$ cat config.mk
export PLATFORM = sky130hd
export DESIGN_NAME = ridecore_fetch_streamer
export DESIGN_NICKNAME = d
export VERILOG_FILES = /design/src/rtl/ridecore_mem_pkg.sv /design/src/rtl/ridecore_fetch_line_buf.sv /design/src/rtl/ridecore_fetch_streamer.sv
export SDC_FILE = /design/constraint.sdc
export NUM_CORES = 1
export LEC_CHECK = 0
export BUFFER_PORTS_ARGS = -buffer_cell sky130_fd_sc_hd__clkbuf_2
export CELL_PAD_IN_SITES_DETAIL_PLACEMENT = 0
export CELL_PAD_IN_SITES_GLOBAL_PLACEMENT = 1
export CORE_ASPECT_RATIO = 1.75
export CORE_MARGIN = 2
export CORE_UTILIZATION = 39
export DETAILED_ROUTE_END_ITERATION = 6
export GPL_TIMING_DRIVEN = 0
export PLACE_DENSITY = 0.77
export SLEW_MARGIN = 20
export SYNTH_ARGS = -nofsm -noshare
export SYNTH_HDL_FRONTEND = slang
export SYNTH_HIERARCHICAL = 1
export SYNTH_SLANG_ARGS = --single-unit
$ cat constraint.sdc
create_clock -name clk -period 4.5 [get_ports clk]
set_input_delay 0.225 -clock clk [delete_from_list [all_inputs] [get_ports clk]]
set_output_delay 0.225 -clock clk [all_outputs]
set_load 0.02 [all_outputs]
$ cat src/rtl/ridecore_mem_pkg.sv
// Shared types and line geometry for the ridecore instruction-fetch path.
package ridecore_mem_pkg;

  localparam int LINE_BYTES = 16;
  localparam int LINE_INSNS = 4;

  typedef logic [127:0] line_t;
  typedef logic [31:0]  insn_t;

  typedef enum logic [1:0] {
    S_REQ,
    S_WAIT,
    S_DRAIN
  } fetch_state_e;

endpackage

$ cat src/rtl/ridecore_fetch_line_buf.sv
// One fetch line register with load enable and a slot-select read port.
module ridecore_fetch_line_buf
  import ridecore_mem_pkg::*;
(
  input  logic       clk,
  input  logic       load,
  input  line_t      din,
  input  logic [1:0] sel,
  output line_t      line_q,
  output insn_t      insn
);

  always_ff @(posedge clk) begin
    if (load) line_q <= din;
  end

  always_comb begin
    insn = line_q[31:0];
    case (sel)
      2'd0: insn = line_q[31:0];
      2'd1: insn = line_q[63:32];
      2'd2: insn = line_q[95:64];
      2'd3: insn = line_q[127:96];
      default: insn = line_q[31:0];
    endcase
  end

endmodule

$ cat src/rtl/ridecore_fetch_streamer.sv
// Line-based instruction fetch unit: requests 16-byte lines and streams 32-bit words out.
// Defining RIDECORE_FETCH_PREFETCH_EN enables a next-line prefetch buffer.
module ridecore_fetch_streamer
  import ridecore_mem_pkg::*;
#(
  parameter int                ADDR_W   = 32,
  parameter logic [ADDR_W-1:0] RESET_PC = '0
) (
  input  logic              clk,
  input  logic              reset,
  output logic [ADDR_W-1:0] imem_addr,
  input  line_t             imem_data,
  input  logic              redirect_valid,
  input  logic [ADDR_W-1:0] redirect_pc,
  output logic              insn_valid,
  input  logic              insn_ready,
  output insn_t             insn_data,
  output logic [ADDR_W-1:0] insn_pc
);

  localparam logic [ADDR_W-1:0] LINE_STEP  = ADDR_W'(LINE_BYTES);
  localparam logic [ADDR_W-1:0] RESET_LINE = {RESET_PC[ADDR_W-1:4], 4'b0};

  fetch_state_e      state;
  logic [ADDR_W-1:0] line_pc;
  logic [1:0]        slot;
  logic [ADDR_W-1:0] redirect_line;
  logic              handshake;
  logic              last_slot;
  logic              buf_load;
  line_t             buf_din;
  line_t             main_line;
  insn_t             main_insn;
  logic              unused_bits;

  assign redirect_line = {redirect_pc[ADDR_W-1:4], 4'b0};
  assign insn_valid    = (state == S_DRAIN);
  assign handshake     = insn_valid && insn_ready;
  assign last_slot     = handshake && (slot == 2'd3);
  assign insn_data     = insn_valid ? main_insn : '0;
  assign insn_pc       = insn_valid ? (line_pc + ADDR_W'({slot, 2'b00})) : '0;

`ifdef RIDECORE_FETCH_PREFETCH_EN
  logic  pf_valid;
  logic  pf_aged;
  logic  pf_load;
  logic  pf_advance;
  line_t pf_line;
  insn_t pf_insn;

  // The next line answers during the second drain cycle, once its address has been sampled.
  assign pf_load     = (state == S_DRAIN) && pf_aged && !pf_valid;
  assign pf_advance  = last_slot && pf_valid;
  assign buf_load    = (state == S_WAIT) || pf_advance;
  assign buf_din     = pf_advance ? pf_line : imem_data;
  assign unused_bits = ^{main_line, pf_insn, redirect_pc[1:0]};

  ridecore_fetch_line_buf u_pf_buf (
    .clk    (clk),
    .load   (pf_load),
    .din    (imem_data),
    .sel    (slot),
    .line_q (pf_line),
    .insn   (pf_insn)
  );
`else
  assign buf_load    = (state == S_WAIT);
  assign buf_din     = imem_data;
  assign unused_bits = ^{main_line, redirect_pc[1:0]};
`endif

  ridecore_fetch_line_buf u_line_buf (
    .clk    (clk),
    .load   (buf_load),
    .din    (buf_din),
    .sel    (slot),
    .line_q (main_line),
    .insn   (main_insn)
  );

  always_ff @(posedge clk) begin
    if (reset) begin
      state     <= S_REQ;
      line_pc   <= RESET_LINE;
      slot      <= RESET_PC[3:2];
      imem_addr <= RESET_LINE;
`ifdef RIDECORE_FETCH_PREFETCH_EN
      pf_valid  <= 1'b0;
      pf_aged   <= 1'b0;
`endif
    end else if (redirect_valid) begin
      state     <= S_REQ;
      line_pc   <= redirect_line;
      slot      <= redirect_pc[3:2];
      imem_addr <= redirect_line;
`ifdef RIDECORE_FETCH_PREFETCH_EN
      pf_valid  <= 1'b0;
      pf_aged   <= 1'b0;
`endif
    end else begin
      case (state)
        S_REQ: state <= S_WAIT;
        S_WAIT: begin
          state <= S_DRAIN;
`ifdef RIDECORE_FETCH_PREFETCH_EN
          imem_addr <= line_pc + LINE_STEP;
          pf_valid  <= 1'b0;
          pf_aged   <= 1'b0;
`endif
        end
        S_DRAIN: begin
`ifdef RIDECORE_FETCH_PREFETCH_EN
          pf_aged <= 1'b1;
          if (pf_load) pf_valid <= 1'b1;
`endif
          if (handshake) slot <= slot + 2'd1;
          if (last_slot) begin
            line_pc <= line_pc + LINE_STEP;
`ifdef RIDECORE_FETCH_PREFETCH_EN
            pf_valid <= 1'b0;
            if (pf_valid) begin
              imem_addr <= line_pc + (LINE_STEP << 1);
              pf_aged   <= 1'b0;
            end else begin
              // Next line address is already on the bus, so only the capture cycle remains.
              state <= S_WAIT;
            end
`else
            imem_addr <= line_pc + LINE_STEP;
            state     <= S_REQ;
`endif
          end
        end
        default: state <= S_REQ;
      endcase
    end
  end

endmodule

==> flow_results.org <==
** Critical path
- Crit path buf inv count :: 1
- FF-to-FF End :: imem_addr[28]$_SDFFE_PP0P_
- Arrival time worst endpoint :: roughly 3.1 ns
- Highest net fanout along the worst path :: 10
- CP required :: 4.82 ns
- In this design, the largest share of critical-path delay is due to simple AND/OR/NAND/NOR gates.
- Worst path max stage delay :: 0.67 ns
- The slowest stage of the critical path is the sky130_fd_sc_hd__or4_1 cell.
- Length in cells of the worst reg-to-reg path :: 6
- Most numerous cell on the critical path :: sky130_fd_sc_hd__or4_1
- Endpoint type of the worst setup path :: flop
- Critical path cell sequence :: ha_1 -> nand4b_4 -> or4_1 -> buf_2 -> or4_1 -> a311oi_1
- The worst setup path is launched from a flop.
- The critical path in this run is classified as flop to flop.
- Reg2reg start :: slot[1]$_SDFFE_PP0P_
- Register-to-register setup slack :: around 1.7 ns

** Cells and area
- Number of fill cells in the layout :: 1387
- The area growth from synthesis to layout is 48.44%.
- For this run, the share of the core covered by cells in the final layout is 59.30%.
- Of the cells placed in the final design, the portion with a size suffix greater than 1 is 37.09%.
- The sequential cells in the finished layout cover a total of 0.004484 mm^2.
- Number of antenna diodes :: 0
- Area occupied by multi-input gates :: 0.002285 mm^2
- Number of nets in the finished design :: 1048

** STA
- Worst hold margin :: 0.02622 ns
- The number of max-slew violations in the final report was 0.
- The smallest clock period supported by the final layout is computed as about 2.8 ns.
- Upper clock frequency limit :: 0.3623 GHz
- Summed negative setup slack over all endpoints :: 0 ns
- In the finished design, the share of the clock period the worst path needs comes to 61.33%.
- Setup slack closes at about 1.7 ns.
- Setup repair after global routing missed its margin :: false
- Setup violations remaining at the end of the flow were counted as 0.
- Total count of hold-check failures in the final report :: 0
- Across the routed clock network, the largest skew measured is 0.01177 ns.
- At the pin with the least slew margin, the transition time is 0.6630 ns.
- In this run the tightest slew margin relative to its limit is 55.80%.

** Clock network
- Clock-pin slew was measured on the worst setup and hold paths at ~0.06 ns.
- Once the clock tree was built, the setup fixing pass inserted 0 buffers.
- Clk sink count :: 160
- Counting the buffers created by CTS gives 17.
- CTS tree :: done
- For the worst-skew pair, the clock arrives at the later sink with an insertion delay of 0.41 ns.
- The H-tree generated during clock tree synthesis spans 4 levels.
- Post-CTS repair changed the size of 0 cells.
- CTS placed an instance of sky130_fd_sc_hd__clkbuf_16 at the clock tree root.
- Max Buffers Root-to-Sink :: 2

** Die
- In this run the horizontal extent of the chip is 105.3 um.
- In this run the vertical extent of the chip is 181.3 um.
- Die outline area :: approximately 0.019 mm^2
- Starting density of the core :: around 40%
- Site Rows :: 64
- Num ports :: between 200 and 300
- Core outline area :: roughly 0.018 mm^2

** Place
- Summed over all nets, the half-perimeter wirelength after detailed placement is 14.30 mm.
- During placement, the flow inserted port buffers numbering between 200 and 300.
- Worst slack at placement :: 1.715 ns
- The congestion estimate from routability-driven global placement came to 0.8668.

** Hold path
- In this run the most critical hold path is launched from imem_data[40].
- The tightest min-delay check is of the input pin to flop type.
- Along the worst hold path, the cell count comes to 1.
- Worst Hold Path EP :: u_line_buf/line_q[40]$_DFFE_PP_

** Synth
- Share of the synthesized area in the top cell type :: between 50% and 60%
- Gate count after technology mapping :: between 400 and 500
- Dominant cell type by area after synthesis :: sky130_fd_sc_hd__edfxtp_1
- For this run, the leading register cell type out of synthesis is sky130_fd_sc_hd__edfxtp_1.
- For this run, the number of Yosys warnings is 6.
- Sequential elements use 64.01% of the synthesized area.
- Synthesis-stage register bit count :: 160
- Yosys attributes the largest share of cell area to sky130_fd_sc_hd__edfxtp_1 55%, sky130_fd_sc_hd__mux4_2 9.6%, sky130_fd_sc_hd__dfxtp_1 9.1%.
- Of all flip-flops after synthesis, the portion carrying an async set or reset was 0%.
- Count of different cell masters after synthesis :: 49
- Post-Synthesis Cell Area :: 0.007005 mm^2
- A synthesized cell averages 14.66 um^2.
- EDFF count, synth :: 128

** Routing
- The count of nets left with antenna violations once routing finished came out at 0.
- After detailed routing, the number of vias per cell comes to 5.056.
- Via count of the routed design :: ~5700
- Routed length per instance :: 18.41 um
- In the routed design, unresolved DRC markers number 0.
- The final layout contains routed wiring with a total length of around 21 mm.
- The first routing iteration left 249 violations.
- The first detailed-routing pass ran for 4 iterations.

** Global routing
- Global-route wire length before repair :: 31.89 mm
- Global routing consumed, over all layers together, 21.85% of the routing resources.
- Number of antenna violations at the first check in global routing :: 0
- Via count of the first global-routing pass :: 6086
- Grt ovf :: 0
- Entering global routing, the biggest net connects 52 pins.

** Job
- Across the run, the number of max-cap violations was 0.

** Run status
- The run finished with clean final reports.

** Power and ir drop
- Static Leakage :: 4.132 nW
- Power spread over the standard cell area amounts to approximately 330 mW/mm^2.
- Across the VDD grid, the largest voltage drop is 0.3415 mV.
synthesized netlist by cell type, types with 5 or more instances:
library cell / n
sky130_fd_sc_hd__a211oi_1: 10
sky130_fd_sc_hd__a311oi_1: 10
sky130_fd_sc_hd__and2_1: 65
sky130_fd_sc_hd__buf_2: 5
sky130_fd_sc_hd__buf_4: 6
sky130_fd_sc_hd__clkbuf_1: 21
sky130_fd_sc_hd__dfxtp_1: 32
sky130_fd_sc_hd__edfxtp_1: 128
sky130_fd_sc_hd__inv_1: 8
sky130_fd_sc_hd__mux4_2: 30
sky130_fd_sc_hd__nand2_1: 16
sky130_fd_sc_hd__nand3_1: 12
sky130_fd_sc_hd__nand4_1: 12
sky130_fd_sc_hd__nor2_1: 26
sky130_fd_sc_hd__nor3_1: 6
sky130_fd_sc_hd__o21ai_0: 7
sky130_fd_sc_hd__or3_1: 5
sky130_fd_sc_hd__or4_1: 12
sky130_fd_sc_hd__xnor2_1: 7
layout make-up:
class / instances / area share, %
flip-flops and latches: 160 / 43.12
repair buffers: 380 / 24.64
multi-input cells: 277 / 21.97
clock buffers: 18 / 4.127
well taps: 231 / 2.779
plain buffers: 38 / 2.190
clock inverters: 14 / 0.8784
inverters: 8 / 0.2888
routing by layer:
layer / global-route usage (%) / wire, um / vias to the layer above
li1: - / - / 2659
met5: 0 / 0 / -
met2: 41.26 / 11710 / 269
met3: 4.942 / 1315 / 40
met4: 9.760 / 693 / 0
met1: 22.46 / 7009 / 2725
repair_timing:
action / CTS / global route
hold buffers: 126 / 0
setup endpoints to repair: 0 / 0
endpoints found under the hold margin: 126 / 0
sequential cells by signal (all words and copies together) (netlist names):
signal and count:
u_line_buf/line_q 128, state 2, imem_addr 28, slot 2
worst max-delay path by stage:
stage                           from                         endpoint  depth (start not counted)
4_1_cts         slot[1]$_SDFFE_PP0P_       imem_addr[28]$_SDFFE_PP0P_                          6
3_3_place_gp   state[1]$_SDFFE_PP0P_  u_line_buf/line_q[26]$_DFFE_PP_                          1
6_report        slot[1]$_SDFFE_PP0P_       imem_addr[28]$_SDFFE_PP0P_                          6
2_1_floorplan  state[1]$_SDFFE_PP0P_   u_line_buf/line_q[0]$_DFFE_PP_                          1
3_5_place_dp    slot[1]$_SDFFE_PP0P_       imem_addr[28]$_SDFFE_PP0P_                          6
5_1_grt         slot[1]$_SDFFE_PP0P_       imem_addr[30]$_SDFFE_PP0P_                          6
cell families after synthesis:
logic type / count (synthesis) / share of synthesized area (%)
AND/OR/NAND/NOR: 175 / 14.56
buffers and inverters: 46 / 3.679
other: 1 / 0.05353
multiplexers: 32 / 10.39
AO/OA/AOI/OAI: 51 / 5.572
XOR/XNOR: 11 / 1.375
flip-flops: 160 / 64.01
adder cells (fa/ha/maj): 2 / 0.3571
cell usage in the layout, fill, tap and decap left out, types with 3 or more instances in the layout:
cell	Yosys	routed
sky130_fd_sc_hd__clkbuf_2	0	252
sky130_fd_sc_hd__edfxtp_1	128	128
sky130_fd_sc_hd__dlygate4sd3_1	0	126
sky130_fd_sc_hd__and2_1	65	65
sky130_fd_sc_hd__dfxtp_1	32	32
sky130_fd_sc_hd__mux4_2	30	30
sky130_fd_sc_hd__nor2_1	26	26
sky130_fd_sc_hd__clkbuf_1	21	22
sky130_fd_sc_hd__clkbuf_16	0	17
sky130_fd_sc_hd__nand2_1	16	16
sky130_fd_sc_hd__nand4_1	12	12
sky130_fd_sc_hd__nand3_1	12	12
sky130_fd_sc_hd__or4_1	12	12
sky130_fd_sc_hd__a311oi_1	10	10
sky130_fd_sc_hd__a211oi_1	10	10
sky130_fd_sc_hd__inv_1	8	8
sky130_fd_sc_hd__o21ai_0	7	7
sky130_fd_sc_hd__xnor2_1	7	7
sky130_fd_sc_hd__nor3_1	6	6
sky130_fd_sc_hd__buf_4	6	6
sky130_fd_sc_hd__conb_1	1	6
sky130_fd_sc_hd__buf_2	5	5
sky130_fd_sc_hd__or3_1	5	5
sky130_fd_sc_hd__buf_12	3	5
sky130_fd_sc_hd__nor4_1	4	4
sky130_fd_sc_hd__o31ai_1	4	4
sky130_fd_sc_hd__xor2_1	4	4
sky130_fd_sc_hd__clkinvlp_4	0	4
sky130_fd_sc_hd__and4_1	3	3
sky130_fd_sc_hd__or2_2	3	3
sky130_fd_sc_hd__a21oi_1	3	3
sky130_fd_sc_hd__clkinv_1	0	3
sky130_fd_sc_hd__clkinv_2	0	3
stage by stage:
stage	total power, W	std cells	instance area [um^2]
after global routing	0.003562	1126	10400
after global placement	0.002085	966	8574
after floorplan	0.001943	483	7024
final	0.003433	1126	10400
after detailed placement	0.002094	968	8617
after CTS	0.003445	1126	10400
report_power, final:
| group | total [W] | switching [W] | internal [W] |
|---|---|---|---|
| clock network | 0.00128 | 0.000575 | 0.000700 |
| logic | 0.000427 | 0.000195 | 0.000232 |
| registers | 0.00173 | 0.0000494 | 0.00168 |
| total | 0.00343 | 0.000820 | 0.00261 |
(Power assumes the default switching activity.)
